**src/rtl/mtm_alu_deserializer.sv**
```systemverilog
// Serial front-end of mtm_Alu: decodes 11-bit frames from 'sin' into operands B, A and opcode.
// Checks frame count, CRC4 and opcode, then emits one registered result beat per packet.
module mtm_alu_deserializer #(
    parameter int IDLE_MIN = 1,
    parameter int TIMEOUT  = 1024
) (
    input  logic        clk,
    input  logic        rst_n,
    input  logic        sin,
    output logic        out_valid,
    output logic [31:0] out_b,
    output logic [31:0] out_a,
    output logic [2:0]  out_op,
    output logic [2:0]  out_err
);

    localparam int IW = $clog2(IDLE_MIN + 2);
    localparam int TW = $clog2(TIMEOUT + 2);
    localparam logic [IW-1:0] IDLE_SAT = IW'(IDLE_MIN);
    localparam logic [TW-1:0] TO_LAST  = (TIMEOUT > 0) ? TW'(TIMEOUT - 1) : '0;

    typedef enum logic [1:0] {S_IDLE, S_TYPE, S_PAYLOAD, S_STOP} state_t;

    state_t        r_state;
    state_t        w_state_nxt;
    logic [2:0]    r_bit_cnt;
    logic          r_type;
    logic [7:0]    r_pay;
    logic [63:0]   r_shift;
    logic [3:0]    r_cnt;
    logic [IW-1:0] r_idle_cnt;
    logic [TW-1:0] r_to_cnt;
    logic [2:0]    w_op;
    logic [3:0]    w_crc;
    logic [2:0]    w_ctl_err;
    logic          w_timeout;

    // CRC4 x^4+x+1, init 0, MSB of the message first
    function automatic logic [3:0] crc4_68(input logic [67:0] d);
        logic [3:0] c;
        logic       fb;
        c = 4'b0000;
        for (int i = 67; i >= 0; i--) begin
            fb = d[i] ^ c[3];
            c  = {c[2:0], 1'b0} ^ {2'b00, fb, fb};
        end
        return c;
    endfunction

    // frame-level state register
    always_ff @(posedge clk or negedge rst_n) begin
        if (!rst_n) r_state <= S_IDLE;
        else        r_state <= w_state_nxt;
    end

    // next-state: start bit needs enough idle samples since the last stop bit
    always_comb begin
        w_state_nxt = r_state;
        case (r_state)
            S_IDLE: begin
                if (!sin && (r_idle_cnt >= IDLE_SAT)) w_state_nxt = S_TYPE;
                else                                  w_state_nxt = S_IDLE;
            end
            S_TYPE:    w_state_nxt = S_PAYLOAD;
            S_PAYLOAD: begin
                if (r_bit_cnt == 3'd7) w_state_nxt = S_STOP;
                else                   w_state_nxt = S_PAYLOAD;
            end
            S_STOP:    w_state_nxt = S_IDLE;
            default:   w_state_nxt = S_IDLE;
        endcase
    end

    // ctl-frame verdict in priority order: count, CRC, opcode
    always_comb begin
        w_op  = r_pay[6:4];
        w_crc = crc4_68({r_shift, 1'b1, w_op});
        if (r_cnt != 4'd8)
            w_ctl_err = 3'b100;
        else if (w_crc != r_pay[3:0])
            w_ctl_err = 3'b010;
        else if (!((w_op == 3'b000) || (w_op == 3'b001) || (w_op == 3'b100) || (w_op == 3'b101)))
            w_ctl_err = 3'b001;
        else
            w_ctl_err = 3'b000;
    end

    // stale partial packet: idle line long enough while bytes are pending
    always_comb begin
        if (TIMEOUT != 0)
            w_timeout = (r_state == S_IDLE) && sin && (r_cnt != 4'd0) && (r_to_cnt == TO_LAST);
        else
            w_timeout = 1'b0;
    end

    // frame payload capture, packet assembly and registered result beat
    always_ff @(posedge clk or negedge rst_n) begin
        if (!rst_n) begin
            r_bit_cnt  <= 3'd0;
            r_type     <= 1'b0;
            r_pay      <= 8'd0;
            r_shift    <= 64'd0;
            r_cnt      <= 4'd0;
            r_idle_cnt <= IDLE_SAT;
            r_to_cnt   <= '0;
            out_valid  <= 1'b0;
            out_b      <= 32'd0;
            out_a      <= 32'd0;
            out_op     <= 3'd0;
            out_err    <= 3'd0;
        end else begin
            out_valid <= 1'b0;
            if ((r_state == S_IDLE) && sin && (r_cnt != 4'd0) && !w_timeout)
                r_to_cnt <= r_to_cnt + TW'(1);
            else
                r_to_cnt <= '0;
            case (r_state)
                S_IDLE: begin
                    if (!sin)                         r_idle_cnt <= '0;
                    else if (r_idle_cnt != IDLE_SAT)  r_idle_cnt <= r_idle_cnt + IW'(1);
                    if (w_timeout) r_cnt <= 4'd0;
                end
                S_TYPE: begin
                    r_type    <= sin;
                    r_bit_cnt <= 3'd0;
                end
                S_PAYLOAD: begin
                    r_pay     <= {r_pay[6:0], sin};
                    r_bit_cnt <= r_bit_cnt + 3'd1;
                end
                S_STOP: begin
                    r_idle_cnt <= '0;
                    if (!sin || r_type) begin
                        out_valid <= 1'b1;
                        out_b     <= r_shift[63:32];
                        out_a     <= r_shift[31:0];
                        out_op    <= w_op;
                        out_err   <= sin ? w_ctl_err : 3'b100;
                        r_cnt     <= 4'd0;
                    end else begin
                        r_shift <= {r_shift[55:0], r_pay};
                        if (r_cnt != 4'd9) r_cnt <= r_cnt + 4'd1;
                    end
                end
                default: r_bit_cnt <= 3'd0;
            endcase
        end
    end

endmodule
```
**config.mk**
```make
export PLATFORM = sky130hd
export DESIGN_NAME = mtm_alu_deserializer
export DESIGN_NICKNAME = d
export VERILOG_FILES = /design/src/rtl/mtm_alu_deserializer.sv
export SDC_FILE = /design/constraint.sdc
export NUM_CORES = 1
export LEC_CHECK = 0
export ABC_AREA = 1
export CORE_MARGIN = 1
export CORE_UTILIZATION = 30
export DETAILED_ROUTE_END_ITERATION = 10
export PLACE_DENSITY = 0.57
export REMOVE_ABC_BUFFERS = 1
export SLEW_MARGIN = 15
export SYNTH_ARGS = -nofsm -noshare
export SYNTH_HDL_FRONTEND = slang
export SYNTH_SLANG_ARGS = --single-unit
```
**constraint.sdc**
```tcl
create_clock -name clk -period 16.25 [get_ports clk]
set_clock_uncertainty 0.05 [all_clocks]
set_input_delay 4.875 -clock clk [delete_from_list [all_inputs] [get_ports clk]]
set_output_delay 4.875 -clock clk [all_outputs]
set_load 0.1 [all_outputs]
```
## Word-level counts from Yosys, hierarchy flattened

Cells that the tools add are included.

- Logic and storage cells: 205
- Output and inout port bits: 71
- Input port bits: 3
- Flip-flop bits (word level): 166

- Mux-type cells: 18
- $add $sub $neg: 4
- Reductions and logical operators: 20
- $lt $le $gt $ge: 1
- Bitwise operators: 134
- Eq/ne operators: 15

Operator list:

| cell | number |
|---|---|
| 4-bit by 2-bit XOR with 4-bit output | 66 |
| 1-bit XOR | 64 |
| 4-bit 2-to-1 mux | 3 |
| 11-bit by 1-bit adder with 11-bit output (second input constant) | 1 |
| 11-bit by 10-bit equality test with 1-bit output (second input constant) | 1 |
| 11-bit 2-to-1 mux | 1 |
| 3-bit equality test (second input constant) | 3 |
| 4-bit inequality test (second input constant) | 2 |
| 2-bit case mux with 4 select lines | 1 |
| 4-bit case mux with 2 select lines | 1 |
| 2-bit 2-to-1 mux | 3 |
| 3-bit 2-to-1 mux | 2 |
| 3-bit case mux with 2 select lines | 1 |
| 2-bit AND reduction | 3 |
| 1-bit logical AND | 5 |
| 1-bit 2-to-1 mux | 5 |
| 4-bit by 1-bit adder with 4-bit output (second input constant) | 1 |
| 2-bit equality test (second input constant) | 2 |
| 1-bit logical OR | 4 |
| 4-bit inequality test | 1 |
| 2-bit case mux with 2 select lines | 1 |
| 2-bit nonzero test | 2 |
| 4-bit nonzero test | 1 |
| 3-bit by 1-bit adder with 3-bit output (second input constant) | 1 |
| 15 further kinds | 17 |

## Logic depth before layout (Yosys ltp)

Gate-level depths: netlist of the first run.

- Word-level depth: 136
- Depth in mapped cells: 73
- Depth with buffers taken out: 73

## Worst setup path after synthesis of the first run

OpenSTA, ideal clock, no wires.

- Kind: input to register
- From: input sin
- To: register r_cnt[3]
- Required time: 16.112 ns
- Path buffers: 1
- Data arrival time: 6.200 ns
- Stages on the path: 8
- Setup time: 0.088 ns
- Setup slack: 9.912 ns
- Cell sequence: clkbuf_1 -> nand2_1 -> a31oi_1 -> a31oi_1 -> a21oi_1 -> inv_1 -> o21ai_0 -> nor3b_1

- Longest elaborated chain between the ends: 5
- Elaborated cells between the ends (all ways): 10
- Classes of those cells: eq/ne: 2; mux: 2; reduce/logical: 6

RTL lines:

| element | RTL line | text |
|---|---|---|
| start, declared | 9 | `input logic sin,` |
| 1-bit logical AND (3 in series) | 91 | `w_timeout = (r_state == S_IDLE) && sin && (r_cnt != 4'd0) && (r_to_cnt == TO_LAST);` |
| 2-bit inequality test (no source line) | -- |  |
| 3-bit AND reduction (no source line) | -- |  |
| end signal, assigned | 142 | `if (r_cnt != 4'd9) r_cnt <= r_cnt + 4'd1;` |
| end, declared | 30 | `logic [3:0] r_cnt;` |

Several ways; a longest one is shown, not always the timed one.
A chain may end at the register's enable or synchronous reset.

## Worst setup path after layout of the first run

- From: input sin
- To: register r_shift[26]

- Longest elaborated chain between the ends: 4

RTL lines:

| element | RTL line | text |
|---|---|---|
| 1-bit zero test | 133 | `if (!sin \|\| r_type) begin` |
| 1-bit logical OR | 133 |  |
| 1-bit inverter (no source line) | -- |  |
| 2-bit AND reduction (no source line) | -- |  |
| end signal, assigned | 141 | `r_shift <= {r_shift[55:0], r_pay};` |
| end, declared | 29 | `logic [63:0] r_shift;` |

Every way passes these cells.

==> out/metrics.yaml, run 1 <==
run_status:
  status: "completed"
worst_setup_path:
  crit_required_ns: 16.47
  critPathTopFamily: "buffers and inverters"
  crit_path_start_kind: "input pin"
  slowest_delay_ns: 0.75
  crit_start: "sin"
  worst-setup-path-type: "in2reg"
  crit_chain: "clkdlybuf4s50_1 > nand2_1 > nor2_4 > buf_4 > o21ai_0"
  crit_slowest_cell: "nor2_4"
  cp.arrival_ns: 7.45
  crit_fanout: 85
  rr_startpoint: "r_shift[62]"
  critPathBufInv: 2
  worst_setup_path_end_kind: "flop"
placement:
  placed_area_um2: 10200
  io_buffers: 73
  hpwl_mm: 15.2
  place.gp.congestion: 0.810
clock_network:
  clk_pin_slew_worst_paths_ns: 0.06
  cts_max_path_buffers: 2
  cts_tree: "done"
  cts_buffers: 17
  cts-root-buf: "clkbuf_16"
  clock-sinks: 166
  cts_hold_buffers: 0
  htreeDepth: 4
  insertion_delay_ns: 0.43
  cts_setup_buffers: 0
  cts_resized: 0
hold_path:
  hold_class: "reg2reg"
  hp-start: "r_to_cnt[0]"
finish:
  stdcell_area_um2: 10900
  layout_commonest_cell: "nand2_1"
  drive_above_1_share_pct: 11.1
  n_antenna_cell: 0
  fillerInstances: 3093
  postLayoutCoreUtil_pct: 36.6
  layout_common_cells: "nand2_1 (443), dfrtp_1 (165), nand3_1 (152), o21ai_0 (145), inv_1 (123)"
  area_growth_pct: 19.7
  final_nets: 1321
timing:
  rsz0062_at_grt: "false"
  slew_violations: 0
  finalHoldViolCount: 0
  fmax_ghz: 0.138
  max_slew_margin_pct: 30.2
  setup_viol_count_final: 0
  fin_tns_setup_ns: 0
  finalCriticalPeriod_ns: 7.23
  worst_pin_slew_ns: 1.04
  timing.final.crit_share_pct: 44.5
floorplan:
  fp.dieW_um: 176
  ios: 74
  core_um2: 29700
  die_area_um2: 30900
  initial_utilization_pct: 30.5
  rows: 63
  die_y_um: 176
yosys:
  synth.distinct_cells: 25
  yosysWarnings: 0
  synth_compound_area_share_pct: 8.58
  syn_inst: 1243
  synth.avg_cell_area_um2: 7.30
  muxShareOfSynthArea_pct: 0
  yosysSeqAreaShare_pct: 45.8
  synth_top_family_by_area: "simple AND/OR/NAND/NOR gates"
  synthesis.area_um2: 9070
  ys_ff_latch: 166
  synth_edf_count: 0
  async_reset_ff_share_pct: 100
  post_synth_fa_ha_maj_area_fraction_pct: 1.65
  synthFlopType: "dfrtp_1"
  yosys.area_share.simple_pct: 36.5
  synth_xor_area_share_pct: 0.386
global_routing:
  grt-ovfl-total: 0
  grt_pass1_wl_mm: 35.4
  grt_pass1_vias: 7424
  antenna_found_initial: 0
  grt_max_degree: 90
  track_usage_pct: 14.3
route:
  first_pass_iters: 5
  antenna_left: 0
  routed_wl_mm: 21.1
  vias: 7833
  drc: 0
  drt-initial-drc-count: 489
  vias_per_cell: 4.59
  post_drt_wl_per_cell_um: 12.4
run:
  maxCapViolations: 0
==> cell usage after synthesis (5+ instances only) <==
cell type / number / area, um^2
nor3b_1: 5 / 37.5
nand3_1: 152 / 761
a21oi_1: 8 / 40.0
inv_1: 123 / 462
nand2_2: 72 / 450
dfrtp_1: 165 / 4130
nand3_2: 7 / 70.1
clkbuf_1: 30 / 113
o21ai_0: 145 / 726
nand2_4: 8 / 90.1
nor2_1: 32 / 120
ha_1: 12 / 150
inv_2: 17 / 63.8
nand2_1: 444 / 1670
==> final timing paths <==
path | cells after the start | slack [ns] | to
setup reg to reg | 61 | 10.14 | out_err[1]
min in group asynchronous | 1 | 4.46 | out_b[31]
hold / removal | 1 | 0.41 | r_to_cnt[0]
setup / recovery | 5 | 9.02 | r_shift[26]
max in group asynchronous | 2 | 10.20 | r_shift[6]
hold reg to reg | 1 | 0.41 | r_to_cnt[0]
==> layer usage <==
| metal | GRT usage [%] | up-vias | share of wire [%] |
|---|---|---|---|
| met2 | 23.6 | 113 | 46 |
| li1 | - | 4092 | - |
| met3 | 3.03 | 25 | 3.6 |
| met5 | 0 | - | 0 |
| met1 | 18.6 | 3603 | 49 |
| met4 | 4.67 | 0 | 1.7 |
==> state kept, by name (all words and copies together) (netlist names), 4 cells and up <==
| name | flops |
|---|---|
| r_pay | 8 |
| out_b | 32 |
| out_a | 32 |
| r_cnt | 4 |
| r_to_cnt | 11 |
| r_shift | 64 |
==> worst register-to-register path, delay by kind of cell (launching register included) <==
kind | cells | cell delay (ns)
and+or+nand+nor | 55 | 4.77
xor gates and xnor gates | 2 | 0.47
buffers and inverters | 4 | 0.26
DFF | 1 | 0.45
==> cell families (layout without fill, tap and decap cells) <==
kind of cell / count (synthesis) / count (layout)
XOR/XNOR: 4 / 4
buffers and inverters: 172 / 247
AO/OA/AOI/OAI: 155 / 155
adder cells (fa/ha/maj): 12 / 12
AND/OR/NAND/NOR: 734 / 734
flip-flops: 166 / 166
==> final cells by class <==
type                            count  area, um^2  share of cell area, %
Multi-Input combinational cell    905        4290                   39.5
Sequential cell                   166        4160                   38.2
Timing Repair Buffer               76         754                   6.94
Inverter                          140         526                   4.84
Tap cell                          390         488                   4.49
Clock buffer                       20         457                   4.20
Clock inverter                     11         196                   1.81
==> per-stage QoR <==
stage                     hold WS (ns)  cells  setup WS (ns)
after floorplan                  0.383   1211           6.70
after global placement           0.399   1677           8.65
after detailed placement         0.404   1677           8.55
after CTS                        0.412   1708           9.01
after global routing             0.455   1708           8.76
final                            0.414   1708           9.02
Power of run 1 is left out: the tool's default activity adds up to more than one toggle a clock period on the data nets, which glitch-free logic cannot reach.
==> run 2: changes to the inputs <==
PLACE_DENSITY = 0.58   (was 0.57)
clock period = 6.1 ns   (was 16.25 ns; I/O delays follow)
==> run 2 against run 1 <==
Net effect:
- die area stayed put
- setup slack worse by 8.9 ns
- largest cell class unchanged
- register-to-register slack got worse by 10 ns
- clock-buffer cell count is 2 lower
- routed wire length rose by 2.5%
- worst hold slack gained 0.00057 ns
- critical path depth increased by 63
==> out/metrics.yaml, run 2 (synthesis gave the netlist of run 1 again) <==
timing:
  worst_pin_slew_ns: 1.04
  finalHoldViolCount: 0
  setup_viol_count_final: 0
  whs_ns: 0.414
  timing.final.crit_share_pct: 97.9
  fin_ws_ns: 0.129
  slew_violations: 0
  fmax_ghz: 0.167
  finalCriticalPeriod_ns: 5.97
  rsz0062_at_grt: "true"
  fin_tns_setup_ns: 0
  max_slew_margin_pct: 30.5
route:
  antenna_left: 0
  first_pass_iters: 5
  drt-initial-drc-count: 390
  drc: 0
  post_drt_wl_per_cell_um: 12.6
  vias: 7990
  vias_per_cell: 4.67
  routed_wl_mm: 21.6
hold_path:
  hp-start: "r_to_cnt[0]"
  hold_class: "reg2reg"
global_routing:
  antenna_found_initial: 0
  grt_max_degree: 117
  track_usage_pct: 14.4
  grt_pass1_vias: 7526
  grt-ovfl-total: 0
  grt_pass1_wl_mm: 36.1
finish:
  drive_above_1_share_pct: 18.8
  final_nets: 1324
  largest-register: "r_shift"
  layout_common_cells: "nand2_1 (379), dfrtp_1 (163), o21ai_0 (145), nand2_2 (127), nand3_1 (126)"
  n_antenna_cell: 0
  area_growth_pct: 24.0
  postLayoutCoreUtil_pct: 37.9
  largest_reg_flops: 64
  fillerInstances: 3046
  largest_registers: "r_shift: 64 flops, out_a: 32 flops, out_b: 32 flops"
  layout_commonest_cell: "nand2_1"
worst_setup_path:
  critPathBufInv: 6
  critPathTopFamily: "simple AND/OR/NAND/NOR gates"
  worst_setup_path_end_kind: "flop"
  cp_common_cell: "nand2_1"
  slowest_delay_ns: 0.45
  crit_slowest_cell: "dfrtp_2"
  rr_startpoint: "r_shift[63]"
  crit_start: "r_shift[63]"
  crit_path_start_kind: "flop"
  crit_required_ns: 6.37
  cp.arrival_ns: 6.25
  crit_fanout: 5
  worst-setup-path-type: "reg2reg"
clock_network:
  clock-sinks: 166
  cts_max_path_buffers: 2
  cts_tree: "done"
  cts-root-buf: "clkbuf_16"
  cts_hold_buffers: 0
  htreeDepth: 4
  clk_pin_slew_worst_paths_ns: 0.07
  insertion_delay_ns: 0.44
  cts_buffers: 17
placement:
  place.gp.congestion: 0.805
  hpwl_mm: 15.0
  pre_cts_slack_ns: 0.0789
  io_buffers: 73
run_status:
  status: "completed"
floorplan:
  die_y_um: 176
  rows: 63
  initial_utilization_pct: 30.5
  core_um2: 29700
  die_area_um2: 30900
  ios: 74
  fp.dieW_um: 176
run:
  maxCapViolations: 0
## run 2: cell types whose count changed in the layout (fill, tap and decap cells not counted), sizes merged
cell | before | now
bufinv | 5 | 3
inv | 142 | 146
buf | 4 | 7
clkbuf | 20 | 18
clkinvlp | 2 | 3
## run 2: area by class of cell
cell class                      count  area [um^2]  area share, %
Tap cell                          390          488           4.33
Multi-Input combinational cell    905         4680           41.5
Clock inverter                     14          188           1.67
Timing Repair Buffer               79          790           7.01
Inverter                          140          528           4.69
Clock buffer                       18          429           3.81
Sequential cell                   166         4160           36.9
## run 2: metrics by stage
| stage | instances | area (um^2) |
|---|---|---|
| after floorplan | 1211 | 8950 |
| after detailed placement | 1678 | 10200 |
| after CTS | 1710 | 10900 |
| after global placement | 1678 | 10200 |
| after global routing | 1712 | 11300 |
| final | 1712 | 11300 |
## run 2: repair_timing
item	4_1_cts	5_1_grt
endpoints found under the setup margin	1	2
resized for setup	3	110
pin swaps	0	33
setup buffers	0	2
## run 2: per-layer routing
| metal | track usage, % | up-vias | wire length (um) |
|---|---|---|---|
| met4 | 4.17 | 0 | 315 |
| met2 | 23.8 | 108 | 10100 |
| li1 | - | 4091 | - |
| met3 | 2.55 | 21 | 585 |
| met5 | 0 | - | 0 |
| met1 | 19.2 | 3770 | 10700 |
## run 2: worst paths after layout
path / end / depth (start not counted) / slack (ns)
max reg2reg: out_err[1] / 68 / 0.13
max: out_err[1] / 68 / 0.13
max in group asynchronous: r_idle_cnt[0] / 2 / 3.63
min reg2reg: r_to_cnt[0] / 1 / 0.41
min: r_to_cnt[0] / 1 / 0.41
min in group asynchronous: out_b[31] / 1 / 1.44
## run 2: worst reg2reg max path: cells and delay by family (launching register included)
kind                   cells  cell delay [ns]
buffers and inverters      6             0.34
flip-flops                 1             0.45
AND/OR/NAND/NOR           62             5.01
Power of run 2 is left out for the same reason.
